===== src/rtl/regfile_wb_arbiter.sv =====
// -----------------------------------------------------------------------------
// regfile_wb_arbiter
//
// Arbitrates two write-back requesters onto a single register-file write port
// and keeps a scoreboard of registers still awaiting a write from requester B.
//
// Requester A (ALU) normally wins.  Requester B (multi-cycle / load unit) wins
// when A is idle, or once it has been denied MAX_WAIT cycles in a row.
//
// Ports
//   clk, rst_n            clock, asynchronous active-low reset
//   a_valid / a_ready     requester A handshake
//   a_reg / a_data        requester A destination register / write data
//   b_valid / b_ready     requester B handshake
//   b_reg / b_data        requester B destination register / write data
//   pend_set / pend_reg   decode marks pend_reg as awaiting a B write-back
//   rd_reg1 / rd_reg2     decode source registers
//   stall                 a source register has a pending B write
//   RegWrite / wr_reg / wr_data   registered register-file write port
// -----------------------------------------------------------------------------
module regfile_wb_arbiter #(
    parameter int unsigned MAX_WAIT = 4
) (
    input  logic        clk,
    input  logic        rst_n,
    input  logic        a_valid,
    output logic        a_ready,
    input  logic [4:0]  a_reg,
    input  logic [31:0] a_data,
    input  logic        b_valid,
    output logic        b_ready,
    input  logic [4:0]  b_reg,
    input  logic [31:0] b_data,
    input  logic        pend_set,
    input  logic [4:0]  pend_reg,
    input  logic [4:0]  rd_reg1,
    input  logic [4:0]  rd_reg2,
    output logic        stall,
    output logic        RegWrite,
    output logic [4:0]  wr_reg,
    output logic [31:0] wr_data
);

    localparam logic [3:0] MAX_WAIT_C = 4'(MAX_WAIT);

    logic [3:0]  wait_cnt_r;
    logic [3:0]  wait_cnt_nxt_s;
    logic [31:0] pend_r;
    logic [31:0] pend_nxt_s;
    logic        a_fire_s;
    logic        b_fire_s;

    // Register 0 is hard-wired, so it can never be a pending hazard.
    function automatic logic src_pending(input logic [4:0] r, input logic [31:0] p);
        return (r != 5'd0) && p[r];
    endfunction

    // Grant selection: A by default, B when A idle or B has starved MAX_WAIT cycles.
    always_comb begin
        a_ready = 1'b0;
        b_ready = 1'b0;
        if (b_valid && (wait_cnt_r == MAX_WAIT_C)) begin
            a_ready = 1'b0;
            b_ready = 1'b1;
        end else begin
            a_ready = a_valid;
            b_ready = b_valid && !a_valid;
        end
    end

    assign a_fire_s = a_valid && a_ready;
    assign b_fire_s = b_valid && b_ready;

    // Starvation counter: counts consecutive denied B cycles, saturating.
    always_comb begin
        wait_cnt_nxt_s = 4'd0;
        if (b_valid && !b_ready) begin
            if (wait_cnt_r < MAX_WAIT_C) begin
                wait_cnt_nxt_s = wait_cnt_r + 4'd1;
            end else begin
                wait_cnt_nxt_s = wait_cnt_r;
            end
        end else begin
            wait_cnt_nxt_s = 4'd0;
        end
    end

    // Scoreboard next state: B write-back clears, decode set applied last so it wins.
    always_comb begin
        pend_nxt_s = pend_r;
        if (b_fire_s) begin
            pend_nxt_s[b_reg] = 1'b0;
        end else begin
            pend_nxt_s = pend_r;
        end
        if (pend_set && (pend_reg != 5'd0)) begin
            pend_nxt_s[pend_reg] = 1'b1;
        end else begin
            pend_nxt_s[0] = 1'b0;
        end
        pend_nxt_s[0] = 1'b0;
    end

    // Decode hazard check against the current scoreboard.
    always_comb begin
        stall = src_pending(rd_reg1, pend_r) || src_pending(rd_reg2, pend_r);
    end

    // Arbiter and scoreboard state.
    always_ff @(posedge clk or negedge rst_n) begin
        if (!rst_n) begin
            wait_cnt_r <= 4'd0;
            pend_r     <= 32'd0;
        end else begin
            wait_cnt_r <= wait_cnt_nxt_s;
            pend_r     <= pend_nxt_s;
        end
    end

    // Registered write port; a register-0 transfer handshakes but suppresses the write.
    always_ff @(posedge clk or negedge rst_n) begin
        if (!rst_n) begin
            RegWrite <= 1'b0;
            wr_reg   <= 5'd0;
            wr_data  <= 32'd0;
        end else if (a_fire_s) begin
            RegWrite <= (a_reg != 5'd0);
            wr_reg   <= a_reg;
            wr_data  <= a_data;
        end else if (b_fire_s) begin
            RegWrite <= (b_reg != 5'd0);
            wr_reg   <= b_reg;
            wr_data  <= b_data;
        end else begin
            RegWrite <= 1'b0;
        end
    end

endmodule


===== config.mk =====
export PLATFORM = sky130hd
export DESIGN_NAME = regfile_wb_arbiter
export DESIGN_NICKNAME = d
export VERILOG_FILES = /design/src/rtl/regfile_wb_arbiter.sv
export SDC_FILE = /design/constraint.sdc
export NUM_CORES = 1
export LEC_CHECK = 0
export BUFFER_PORTS_ARGS = -buffer_cell sky130_fd_sc_hd__buf_2
export CAP_MARGIN = 0
export CELL_PAD_IN_SITES_DETAIL_PLACEMENT = 2
export CELL_PAD_IN_SITES_GLOBAL_PLACEMENT = 2
export CORE_MARGIN = 5
export CORE_UTILIZATION = 30
export DETAILED_ROUTE_END_ITERATION = 10
export PLACE_DENSITY = 0.9
export SYNTH_ARGS = -nofsm -noshare
export SYNTH_HDL_FRONTEND = slang
export SYNTH_SLANG_ARGS = --single-unit

===== constraint.sdc =====
create_clock -name clk -period 1.7 [get_ports clk]
set_input_delay 0.17 -clock clk [delete_from_list [all_inputs] [get_ports clk]]
set_output_delay 0.17 -clock clk [all_outputs]
set_load 0.005 [all_outputs]

==> results of run 1 <==
==> critical path, stage by stage, from the launching register on <==
cell and delay [ns]:
dfrtp_1 0.42, mux4_2 0.47, mux2i_1 0.18, nor3b_2 0.08, nor3_2 0.17, nand3_1 0.08
buf_2 0.13
==> path summary, 6_finish.rpt <==
path,from,endpoint,slack [ns]
worst max register to register,wait_cnt_r[0],pend_r[30],0.01
min in group asynchronous,rst_n,wr_data[25],0.37
worst min-delay path,a_data[23],wr_data[23],0.1
worst min register to register,pend_r[6],pend_r[6],0.53
max in group asynchronous,rst_n,pend_r[15],1.04
worst max-delay path,pend_r[20],stall,-0.32
==> metrics by stage <==
| step | cells | cell area, µm² | hold WS [ns] | setup TNS (ns) | setup slack, ns |
|---|---|---|---|---|---|
| 5_1_grt | 710 | 5430 | 0.103 | -1.96 | -0.391 |
| 3_5_place_dp | 681 | 4800 | 0.185 | -0.178 | -0.151 |
| 6_report | 710 | 5430 | 0.0976 | -0.389 | -0.324 |
| 4_1_cts | 705 | 5190 | 0.0851 | -0.392 | -0.353 |
| 2_1_floorplan | 379 | 3840 | -0.126 | 0 | 0.245 |
| 3_3_place_gp | 681 | 4800 | 0.180 | -0.0301 | -0.0301 |
==> timing repair <==
item                                   in CTS  in global routing
cloned                                      0                  3
pin swaps                                   6                 22
setup endpoints to repair                  11                 63
buffers inserted                            8                  3
hold buffers                                1                  0
endpoints found under the hold margin      73                  0
gates resized for setup                    20                 88
==> kinds of logic after synthesis <==
group,count (synthesis)
AO/OA/AOI/OAI,114
XOR/XNOR,1
adder cells (fa/ha/maj),2
buffers and inverters,27
flip-flops,73
multiplexers,58
AND/OR/NAND/NOR,104
==> metal layers <==
layer	vias to the layer above	wire, µm
met5	-	0
met4	0	184
met3	13	994
met2	120	8140
met1	1886	5990
li1	1692	-
==> layout make-up <==
type,count,area [µm²]
repair buffers,165,1070
inverters,6,25.0
multi-input cells,279,1990
well taps,172,215
fillers,1341,7140
clock buffers,10,239
clock inverters,5,56.3
flip-flops and latches,73,1830
==> Yosys cell counts, drive strengths merged (3+ instances only) <==
cell	count
a21oi	39
buf	13
clkbuf	8
dfrtp	73
inv	6
mux2i	45
mux4	11
nand2	15
nand3	9
nand3b	8
nand4b	3
nor2	47
nor2b	7
o21ai	65
==> where the power goes <==
part / switching [µW] / internal [µW] / leakage (µW)
registers: 246 / 2000 / 0.000852
clock network: 731 / 1170 / 0.000144
logic: 594 / 624 / 0.00146
==> impl_metrics.json, run 1 <==
{
  "max_freq_mhz": 494,
  "slew_headroom_pct": 71.1,
  "cts_root_buffer": "clkbuf_16",
  "maxCapViolations": 0,
  "synth_area_leaders": "dfrtp_1, mux2i_1, o21ai_0",
  "finClkSkew_ns": 0.00880,
  "clock_path_buffers": 2,
  "synth_area_um2": 3840,
  "tightest_slew_ns": 0.432,
  "use_met3_pct": 5.31,
  "final_common_cell": "buf_2",
  "cp.arrival_ns": 1.85,
  "layout_common_cells": "buf_2, dfrtp_1, nor2_1",
  "synth_top_family_by_area": "multiplexers",
  "clock_sinks": 73,
  "globalRouteOverflowTotal": 0,
  "grtUsageMet2_pct": 36.4,
  "post-route-drc-count": 0,
  "synth-edff-count": 0,
  "synth_nets": 475,
  "rsz0062_at_grt": "yes",
  "num_vias": 3711,
  "synth-seq-area-share_pct": 47.6,
  "cts_buffers": 9,
  "min_path_type": "in -> reg",
  "cts_tree": "yes",
  "grtUsageMet1_pct": 23.8,
  "syn2layout_area_growth_pct": 41.3,
  "ys_types": 38,
  "synth_fa_ha_area_share_pct": 0.651,
  "nets": 630,
  "setup.worst_path.start_class": "register",
  "synth_seq_cells": 73,
  "status": "finished with violations",
  "final_hold_viol_count": 0,
  "drtPass1Iterations": 4,
  "antenna_found_initial": 0,
  "power.density_nw_per_um2": 989,
  "synth_warnings": 0,
  "yosysTopAreaCell": "dfrtp_1",
  "dpl.hpwl_um": 11400,
  "core_um2": 12600,
  "critical_path_class": "reg -> out",
  "setup_viol": 2,
  "cts.htree.levels": 3,
  "pin_count": 135,
  "path_max_fanout": 3,
  "ir_worst_vdd_v": 0.000522,
  "clk_pin_slew_ns": 0.06,
  "min_period_ns": 2.02,
  "top_usage_layer": "met2",
  "netlist_instances": 379,
  "violations": "negative setup slack",
  "ant_nets": 0,
  "syn_area_per_cell_um2": 10.1,
  "hold_depth": 3,
  "slew_viol_final": 0,
  "clk_latency_ns": 0.33,
  "endpoint_kind": "output port",
  "largest_reg_flops": 32,
  "layout-drive-gt1-share_pct": 41.8,
  "synth-compound-area-share_pct": 15.6,
  "power_uw": 5360,
  "grtUsageTotal_pct": 20.2,
  "yosys.area_share.simple_pct": 13.3,
  "start_util_pct": 30.6,
  "wl_per_cell_um": 21.6,
  "leakage_uw": 0.00246,
  "ys_async_sr_fraction_pct": 100,
  "vias_per_cell": 5.23,
  "grt_max_degree": 49,
  "die-area_um2": 15200,
  "required_ns": 1.53,
  "grt_pass1_vias": 4323,
  "synth_xor_area_share_pct": 0.228,
  "synthMuxAreaShare_pct": 19.3,
  "chipWidth_um": 123,
  "drtIter0Drc": 111,
  "period_share_pct": 119,
  "synth_top_cell_area_share_pct": 47.6,
  "gp_congestion": 0.842,
  "portBuffers": 134,
  "grt_first_pass_wirelength_um": 23500,
  "chipHeight_um": 123,
  "wirelength_um": 15300,
  "dominantRegCellSynth": "dfrtp_1",
  "rows": 41,
  "post-route-util_pct": 43.2,
  "finalWorstSetupSlack_ns": -0.324,
  "r2r_cells": 9,
  "diodes": 0
}
Note: power is estimated with default switching activity, not from simulation.
==> run 2: changes to the inputs <==
- CTS_BUF_LIST: unset -> sky130_fd_sc_hd__clkbuf_16
==> impl_metrics.json, run 2 (synthesis results as in run 1) <==
{
  "required_ns": 1.53,
  "drtPass1Iterations": 4,
  "status": "finished with violations",
  "tightest_slew_ns": 0.432,
  "dr_wl_met2_um": 8070,
  "grt_max_degree": 49,
  "dpl.cell_count": 681,
  "final_hold_viol_count": 0,
  "leakage_uw": 0.00245,
  "fin_tns_setup_ns": -0.396,
  "finClkSkew_ns": 0.00804,
  "violations": "negative setup slack",
  "fin_cells": 710,
  "grt_first_pass_wirelength_um": 23500,
  "nets": 630,
  "fillCellCount": 1348,
  "largest_reg_flops": 32,
  "cts_root_buffer": "clkbuf_16",
  "vias_per_cell": 5.23,
  "cpMaxStageDelayCell": "mux4_2",
  "gp_congestion": 0.842,
  "die-area_um2": 15200,
  "top_layer": "met4",
  "path_max_fanout": 3,
  "post-route-drc-count": 0,
  "grt_pass1_vias": 4321,
  "clock_sinks": 73,
  "portBuffers": 134,
  "hold_depth": 3,
  "diodes": 0,
  "chipWidth_um": 123,
  "min_period_ns": 2.03,
  "wl_per_cell_um": 21.5,
  "clk_latency_ns": 0.33,
  "critical_path_class": "reg -> out",
  "wirelength_um": 15300,
  "setup.worst_path.start_class": "register",
  "crit_chain": "mux4_2, mux2i_1, nor3b_2, nor3_2, nand3_1, buf_2",
  "route.met3.wl_um": 965,
  "core_um2": 12600,
  "final_common_cell": "buf_2",
  "globalRouteOverflowTotal": 0,
  "rsz0062_at_grt": "yes",
  "slew_headroom_pct": 71.1,
  "finalWorstSetupSlack_ns": -0.330,
  "endpoint_kind": "output port",
  "start_util_pct": 30.6,
  "antenna_found_initial": 0,
  "clock_path_buffers": 2,
  "post-route-util_pct": 43.1,
  "chipHeight_um": 123,
  "cts.htree.levels": 3,
  "cp.arrival_ns": 1.86,
  "seq_area_um2": 1830,
  "clk_pin_slew_ns": 0.06,
  "dp_slack_ns": -0.151,
  "rows": 41,
  "dpl.hpwl_um": 11400,
  "ant_nets": 0,
  "grtUsageTotal_pct": 20.2,
  "num_vias": 3715,
  "multi_input_area_um2": 1990,
  "pin_count": 135,
  "fin_hold_ws_ns": 0.0961,
  "syn2layout_area_growth_pct": 41.0,
  "layout-drive-gt1-share_pct": 41.6,
  "cts_buffers": 9,
  "power.density_nw_per_um2": 982,
  "max_freq_mhz": 493,
  "drtIter0Drc": 81,
  "cts_tree": "yes",
  "maxCapViolations": 0,
  "slew_viol_final": 0,
  "max_stage_delay_ns": 0.47,
  "period_share_pct": 119,
  "min_path_type": "in -> reg",
  "layout_common_cells": "buf_2, dfrtp_1, nor2_1",
  "drt-met1-wl_um": 6020,
  "setup_viol": 2,
  "ir_worst_vdd_v": 0.000521,
  "r2r_cells": 9
}
run 2: changes by cell type in the layout (fill, tap and decap cells not counted):
cell and delta:
clkbuf_8 -1, clkinv_1 +1
run 2: path summary, 6_finish.rpt:
check	from	endpoint	slack, ns
setup reg to reg	wait_cnt_r[0]	pend_r[30]	0.01
setup / recovery	pend_r[20]	stall	-0.33
hold / removal	a_data[29]	wr_data[29]	0.1
min in group asynchronous	rst_n	wr_data[25]	0.37
hold reg to reg	pend_r[6]	pend_r[6]	0.53
max in group asynchronous	rst_n	pend_r[15]	1.05
run 2: layout make-up:
| class | instances | share of cell area [%] |
|---|---|---|
| timing repair buffer | 165 | 19.8 |
| sequential | 73 | 33.7 |
| multi-input combinational | 279 | 36.8 |
| clock buffer | 9 | 4.16 |
| inverter | 6 | 0.462 |
| tap | 172 | 3.97 |
| clock inverter | 6 | 1.11 |
run 2: where the power goes:
part / switching, µW / leakage (µW) / total (µW) / internal [µW]
Clock: 734 / 0.000139 / 1850 / 1120
Combinational: 594 / 0.00146 / 1220 / 624
Sequential: 245 / 0.000852 / 2250 / 2000
run 2: critical path, delay by kind of cell, from the launching register on:
kind	cells	cell delay [ns]
buf+inv	1	0.13
simple gates	3	0.33
flops	1	0.42
mux	2	0.65
run 2: repair_timing:
item	4_1_cts	5_1_grt
cloned	0	3
setup buffers	8	3
endpoints found under the hold margin	73	0
resized for setup	20	88
hold buffers	1	0
endpoints found under the setup margin	11	63
pin swaps	6	22
run 2: routing by layer:
metal,vias to the layer above,track usage (%)
li1,1693,-
met1,1882,23.7
met2,126,36.4
met3,14,5.40
met4,0,5.40
met5,-,0
run 2: stage by stage:
step | cell area [µm²] | power [µW]
global placement | 4800 | 3180
global route | 5420 | 5600
CTS | 5180 | 5240
floorplan | 3840 | 2730
finish | 5420 | 5320
detailed placement | 4800 | 3300
